`config.mk`:
```
export PLATFORM = sky130hd
export DESIGN_NAME = alarm_fsm
export DESIGN_NICKNAME = d
export VERILOG_FILES = /design/src/rtl/alarm_pkg.sv /design/src/rtl/alarm_fsm_sec_tick.sv /design/src/rtl/alarm_fsm.sv
export SDC_FILE = /design/constraint.sdc
export NUM_CORES = 1
export LEC_CHECK = 0
export ABC_AREA = 1
export ABC_CLOCK_PERIOD_IN_PS = 2100
export BUFFER_PORTS_ARGS = -buffer_cell sky130_fd_sc_hd__buf_4
export CAP_MARGIN = 20
export CELL_PAD_IN_SITES_DETAIL_PLACEMENT = 0
export CELL_PAD_IN_SITES_GLOBAL_PLACEMENT = 1
export CORE_ASPECT_RATIO = 0.5
export CORE_UTILIZATION = 42
export CTS_CLUSTER_DIAMETER = 40
export DETAILED_ROUTE_END_ITERATION = 6
export PLACE_DENSITY = 0.81
export RECOVER_POWER = 50
export SYNTH_ARGS = -nofsm -noshare
export SYNTH_HDL_FRONTEND = slang
export SYNTH_SLANG_ARGS = --single-unit
export TNS_END_PERCENT = 20
```
`constraint.sdc`:
```
create_clock -name clock -period 2.1 [get_ports clock]
set_input_delay 0.105 -clock clock [delete_from_list [all_inputs] [get_ports clock]]
set_output_delay 0.105 -clock clock [all_outputs]
set_load 0.1 [all_outputs]
```
`src/rtl/alarm_pkg.sv`:
```
// alarm_pkg: state codes, parameter defaults and state width shared by the alarm controller.
package alarm_pkg;
  localparam int N_DOORS_DEF = 2;
  localparam int TICK_DIV_DEF = 100000000;
  localparam int CW_DEF = 4;
  localparam int SW = 2;
  typedef enum logic [SW-1:0] {
    ST_SET  = 2'd0,
    ST_OFF  = 2'd1,
    ST_TRIG = 2'd2,
    ST_ON   = 2'd3
  } state_e;
endpackage

```
`src/rtl/alarm_fsm_sec_tick.sv`:
```
// sec_tick: one-second prescaler emitting a single-cycle tick, restartable from 0.
module sec_tick
  import alarm_pkg::*;
#(
  parameter int TICK_DIV = TICK_DIV_DEF
) (
  input  logic clock,
  input  logic reset,
  input  logic restart_i,
  output logic tick_o
);
  localparam int W = $clog2(TICK_DIV + 1);
  localparam logic [W-1:0] LAST = W'(TICK_DIV - 1);
  logic [W-1:0] cnt_q;
  assign tick_o = cnt_q == LAST;
  always_ff @(posedge clock)
    cnt_q <= (reset || restart_i || tick_o) ? '0 : cnt_q + W'(1);
endmodule

```
`src/rtl/alarm_fsm.sv`:
```
// alarm_fsm: car alarm controller (SET/OFF/TRIGGER/ON) with per-door delays and one-second timer.
// Define ALARM_BLINK_EN to make the status LED blink at 0.5 Hz while armed.
module alarm_fsm
  import alarm_pkg::*;
#(
  parameter int N_DOORS  = N_DOORS_DEF,
  parameter int TICK_DIV = TICK_DIV_DEF,
  parameter int CW       = CW_DEF
) (
  input  logic                  clock,
  input  logic                  reset,
  input  logic                  ignition,
  input  logic [N_DOORS-1:0]    door,
  input  logic [N_DOORS*CW-1:0] door_delay,
  input  logic [CW-1:0]         arm_delay,
  input  logic [CW-1:0]         alarm_on_time,
  output logic                  status,
  output logic                  siren,
  output logic [SW-1:0]         state
);
  state_e state_q, state_d;
  logic [CW-1:0] timer_q, timer_d, trig_val, load_val;
  logic pend_q, pend_d, door0_q, tick, load, any_door, close_edge, expired;
  logic status_d, siren_d, set_status;

  sec_tick #(.TICK_DIV(TICK_DIV)) u_tick (
    .clock    (clock),
    .reset    (reset),
    .restart_i(load),
    .tick_o   (tick)
  );

  assign any_door = |door;
  assign expired = timer_q == '0;
  assign close_edge = door0_q && !door[0] && !ignition;

  always_ff @(posedge clock) begin
    if (reset) begin
      state_q <= ST_SET;
      timer_q <= '0;
      pend_q  <= 1'b0;
      door0_q <= 1'b0;
      state   <= ST_SET;
      status  <= 1'b0;
      siren   <= 1'b0;
    end else begin
      state_q <= state_d;
      timer_q <= timer_d;
      pend_q  <= pend_d;
      door0_q <= door[0];
      state   <= state_q;
      status  <= status_d;
      siren   <= siren_d;
    end
  end

  always_comb begin
    trig_val = '0;
    for (int i = N_DOORS - 1; i >= 0; i--)
      if (door[i]) trig_val = door_delay[i*CW +: CW];
    state_d = ignition ? ST_OFF :
              (state_q == ST_SET && any_door) ? ST_TRIG :
              (state_q == ST_TRIG && expired) ? ST_ON :
              (state_q == ST_ON && !any_door && expired) ? ST_SET :
              (state_q == ST_OFF && pend_q && !any_door && expired) ? ST_SET : state_q;
    // every load also restarts the prescaler so each count starts on a full second
    load = (state_d != state_q) || (state_d == ST_ON && any_door) || (state_d == ST_OFF && close_edge);
    load_val = state_d == ST_TRIG ? trig_val :
               state_d == ST_ON ? alarm_on_time :
               state_d == ST_OFF ? arm_delay : '0;
    timer_d = load ? load_val : (tick && !expired) ? timer_q - CW'(1) : timer_q;
    pend_d = state_q == ST_OFF && state_d == ST_OFF && !ignition && (close_edge || (pend_q && !any_door));
  end

`ifdef ALARM_BLINK_EN
  logic blink_q;
  always_ff @(posedge clock)
    blink_q <= (reset || state_q != ST_SET) ? 1'b0 : blink_q ^ tick;
  assign set_status = blink_q;
`else
  assign set_status = 1'b1;
`endif

  always_comb begin
    status_d = state_q == ST_OFF ? 1'b0 : state_q == ST_SET ? set_status : 1'b1;
    siren_d = state_q == ST_ON;
  end
endmodule

```
==> impl_metrics.json <==
{
  "outcome": "completed",
  "vias_per_cell": 4.959,
  "tightest_slew_ps": 1163,
  "place_hpwl_mm": 3.763,
  "ir_drop_v": 0.0003080,
  "cts_buffers": 5,
  "vias": 2162,
  "finalPower_uw": 1837,
  "overflow": 0,
  "synth.distinct_cells": 31,
  "intPower_uw": 1361,
  "coreArea_mm2": 0.005045,
  "grt_usage_pct": 18.68,
  "required_ps": 2310,
  "clock_path_buffers": 2,
  "slew_headroom_pct": 22.81,
  "ant_nets": 0,
  "grt_pass1_wl_mm": 8.404,
  "antenna_cells": 0,
  "final_common_cell": "nand2_1",
  "finalInstanceArea_mm2": 0.002779,
  "final_cell_mix": "74 x nand2_1, 38 x inv_1, 38 x dfxtp_1",
  "hold_start": "reset",
  "place_area_mm2": 0.002579,
  "synth_top_area_share_pct": 34.55,
  "grt_pass1_vias": 2005,
  "yosysSeqAreaShare_pct": 34.55,
  "netlist_area_mm2": 0.002260,
  "tritoncts": "done",
  "syn_inst": 326,
  "ys.flop_type": "dfxtp_1",
  "pin_count": 25,
  "drv_slew": 0,
  "ys_async_sr_fraction_pct": 0,
  "skew_ps": 9.241,
  "dr.first_iter.drc_count": 35,
  "switching_share_pct": 25.87,
  "seqPwrFrac_pct": 42.4,
  "critPathArrivalTime_ps": 2170,
  "netlist.top_cell.by_area": "dfxtp_1",
  "areaGrowthSynthToFinish_pct": 22.98,
  "post-route-period-util_pct": 93.24,
  "ys_ff_latch": 39,
  "p_leak_uw": 0.001072,
  "initial_core_util_pct": 44.79,
  "finalSetupViolations": 0,
  "wl_per_cell_um": 11.25,
  "remaining_drc_errors": 0,
  "dieHeight_um": 53.87,
  "clock_insertion_delay_worst_skew_ps": 290,
  "hold_ws_ps": 66.34,
  "r2r_start": "timer_q[0]$_SDFFE_PP0P_",
  "p_clk_share_pct": 40.3,
  "cts.clk_slew.worst_paths_ps": 80,
  "antenna_found_initial": 0,
  "dieArea_mm2": 0.005695,
  "finalNetCount": 388,
  "crit_fanout": 13,
  "synth_edf_count": 0,
  "wl_mm": 4.905,
  "drive_above_1_share_pct": 26.50,
  "cts.sinks": 39,
  "gp_congestion": 0.8204,
  "chipWidth_um": 105.7,
  "p_per_area_mw_per_mm2": 660.9,
  "period_needed_ps": 1958,
  "hold_path_class": "input port to flop",
  "final_hold_viol_count": 0,
  "ys_warn_count": 0,
  "syn_nets": 349,
  "comb_power_share_pct": 17.3,
  "worst-setup-path-type": "flop to flop",
  "setup_tns_ps": 0,
  "fmax_mhz": 510.7,
  "port_buffers": 24,
  "grt_max_degree": 15,
  "cts-htree-levels": 2,
  "syn_avg_cell_area_um2": 6.931,
  "setup_ws_ps": 141.9,
  "cap_violations": 0,
  "dr.pass1.iters": 4,
  "startpoint_type": "flop",
  "clockRootBuffer": "clkbuf_8",
  "n_fill_cell": 504,
  "cp-startpoint": "timer_q[0]$_SDFFE_PP0P_",
  "cp-end-kind": "flop",
  "dp_slack_ps": 65.12,
  "num_rows": 18,
  "power.switching_uw": 475.1,
  "synth_area_leaders": "dfxtp_1 35%, nand2_1 13%, nand3_1 7.5%"
}
==> what timing repair did <==
| item | CTS | global route |
|---|---|---|
| gates resized for setup | 3 | 14 |
| pin swaps | 0 | 4 |
| hold buffers | 0 | 0 |
| buffers inserted | 0 | 4 |
| endpoints found under the setup margin | 1 | 29 |
==> power by group through the flow <==
stage / clock network [uW] / registers (uW) / logic [uW]
after global routing: 787 / 781 / 349
after CTS: 760 / 776 / 294
final: 741 / 779 / 317
after detailed placement: 0 / 793 / 286
after global placement: 0 / 792 / 283
after floorplan: 0 / 819 / 176
==> cells by family (layout without fill, tap and decap cells) <==
group	after synthesis	in the layout	share of synthesized area, %
flops	39	39	34.55
simple gates	207	207	45.51
compound gates	22	22	6.644
fa+ha+maj	2	2	1.107
xor+xnor	10	10	3.876
buf+inv	46	86	8.305
==> path summary, 6_finish.rpt <==
| check | slack [ps] | cells past startpoint | endpoint |
|---|---|---|---|
| hold reg to reg | 480 | 2 | u_tick.cnt_q[26]$_SDFF_PP0_ |
| setup / recovery | 140 | 16 | u_tick.cnt_q[18]$_SDFF_PP0_ |
| hold / removal | 70 | 2 | timer_q[0]$_SDFFE_PP0P_ |
| setup reg to reg | 140 | 16 | u_tick.cnt_q[18]$_SDFF_PP0_ |
==> metal layers <==
layer | GRT usage [%] | routed length [um] | part of all wire (%) | vias up
li1 | - | - | - | 1129
met1 | 21.69 | 2325 | 47 | 989
met2 | 36.06 | 2358 | 48 | 37
met3 | 4.237 | 173 | 3.5 | 7
met4 | 4.630 | 48 | 0.98 | 0
met5 | 0 | 0 | 0 | -
==> sequential cells by signal, summed over array words and instances, names as in the netlist <==
register,cells
u_tick.cnt_q,27
state_q,2
state,2
timer_q,4
pend_q,1
status,1
door0_q,1
siren,1
==> cell usage after synthesis (2+ instances only) <==
library cell,instances
nand2_1,77
dfxtp_1,39
inv_1,39
nand3_1,34
nor2_1,33
nand4_1,13
nor2_2,12
nor3_1,11
a21oi_2,10
xor2_1,9
a21oi_1,6
or2_2,6
inv_2,4
nand2_2,4
o21ai_0,4
nand2_4,3
nand3_2,3
nor4_1,3
buf_6,2
ha_1,2
nor3b_1,2
==> metrics by stage <==
step / std cells / util (%)
final: 436 / 55.08
after global routing: 436 / 55.08
after CTS: 432 / 54.04
after detailed placement: 424 / 51.12
after global placement: 424 / 51.12
after floorplan: 326 / -
==> layout make-up <==
class                      instances  area, um^2  share of cell area [%]
clock buffer                       6       72.57                   2.611
clock inverter                     2       60.06                   2.161
inverter                          43       161.4                   5.808
multi-input combinational        241        1343                   48.31
sequential                        39       782.0                   28.14
tap                               70       87.58                   3.152
timing repair buffer              35       272.8                   9.815
==> worst max-delay path, cell delays in order (launching register included) <==
cell and delay (ps):
dfxtp_2 340, inv_2 50, ha_4 160, nand2_2 100, nor2_4 60, nand2_2 90
nand2_2 50, nand2_2 80, nand2_4 70, inv_2 80, nand2_1 50, nand2_1 70
nand2_2 100, nor2_8 180, nand2_4 90, buf_12 160, nor3b_1 160
(Power assumes the default switching activity.)
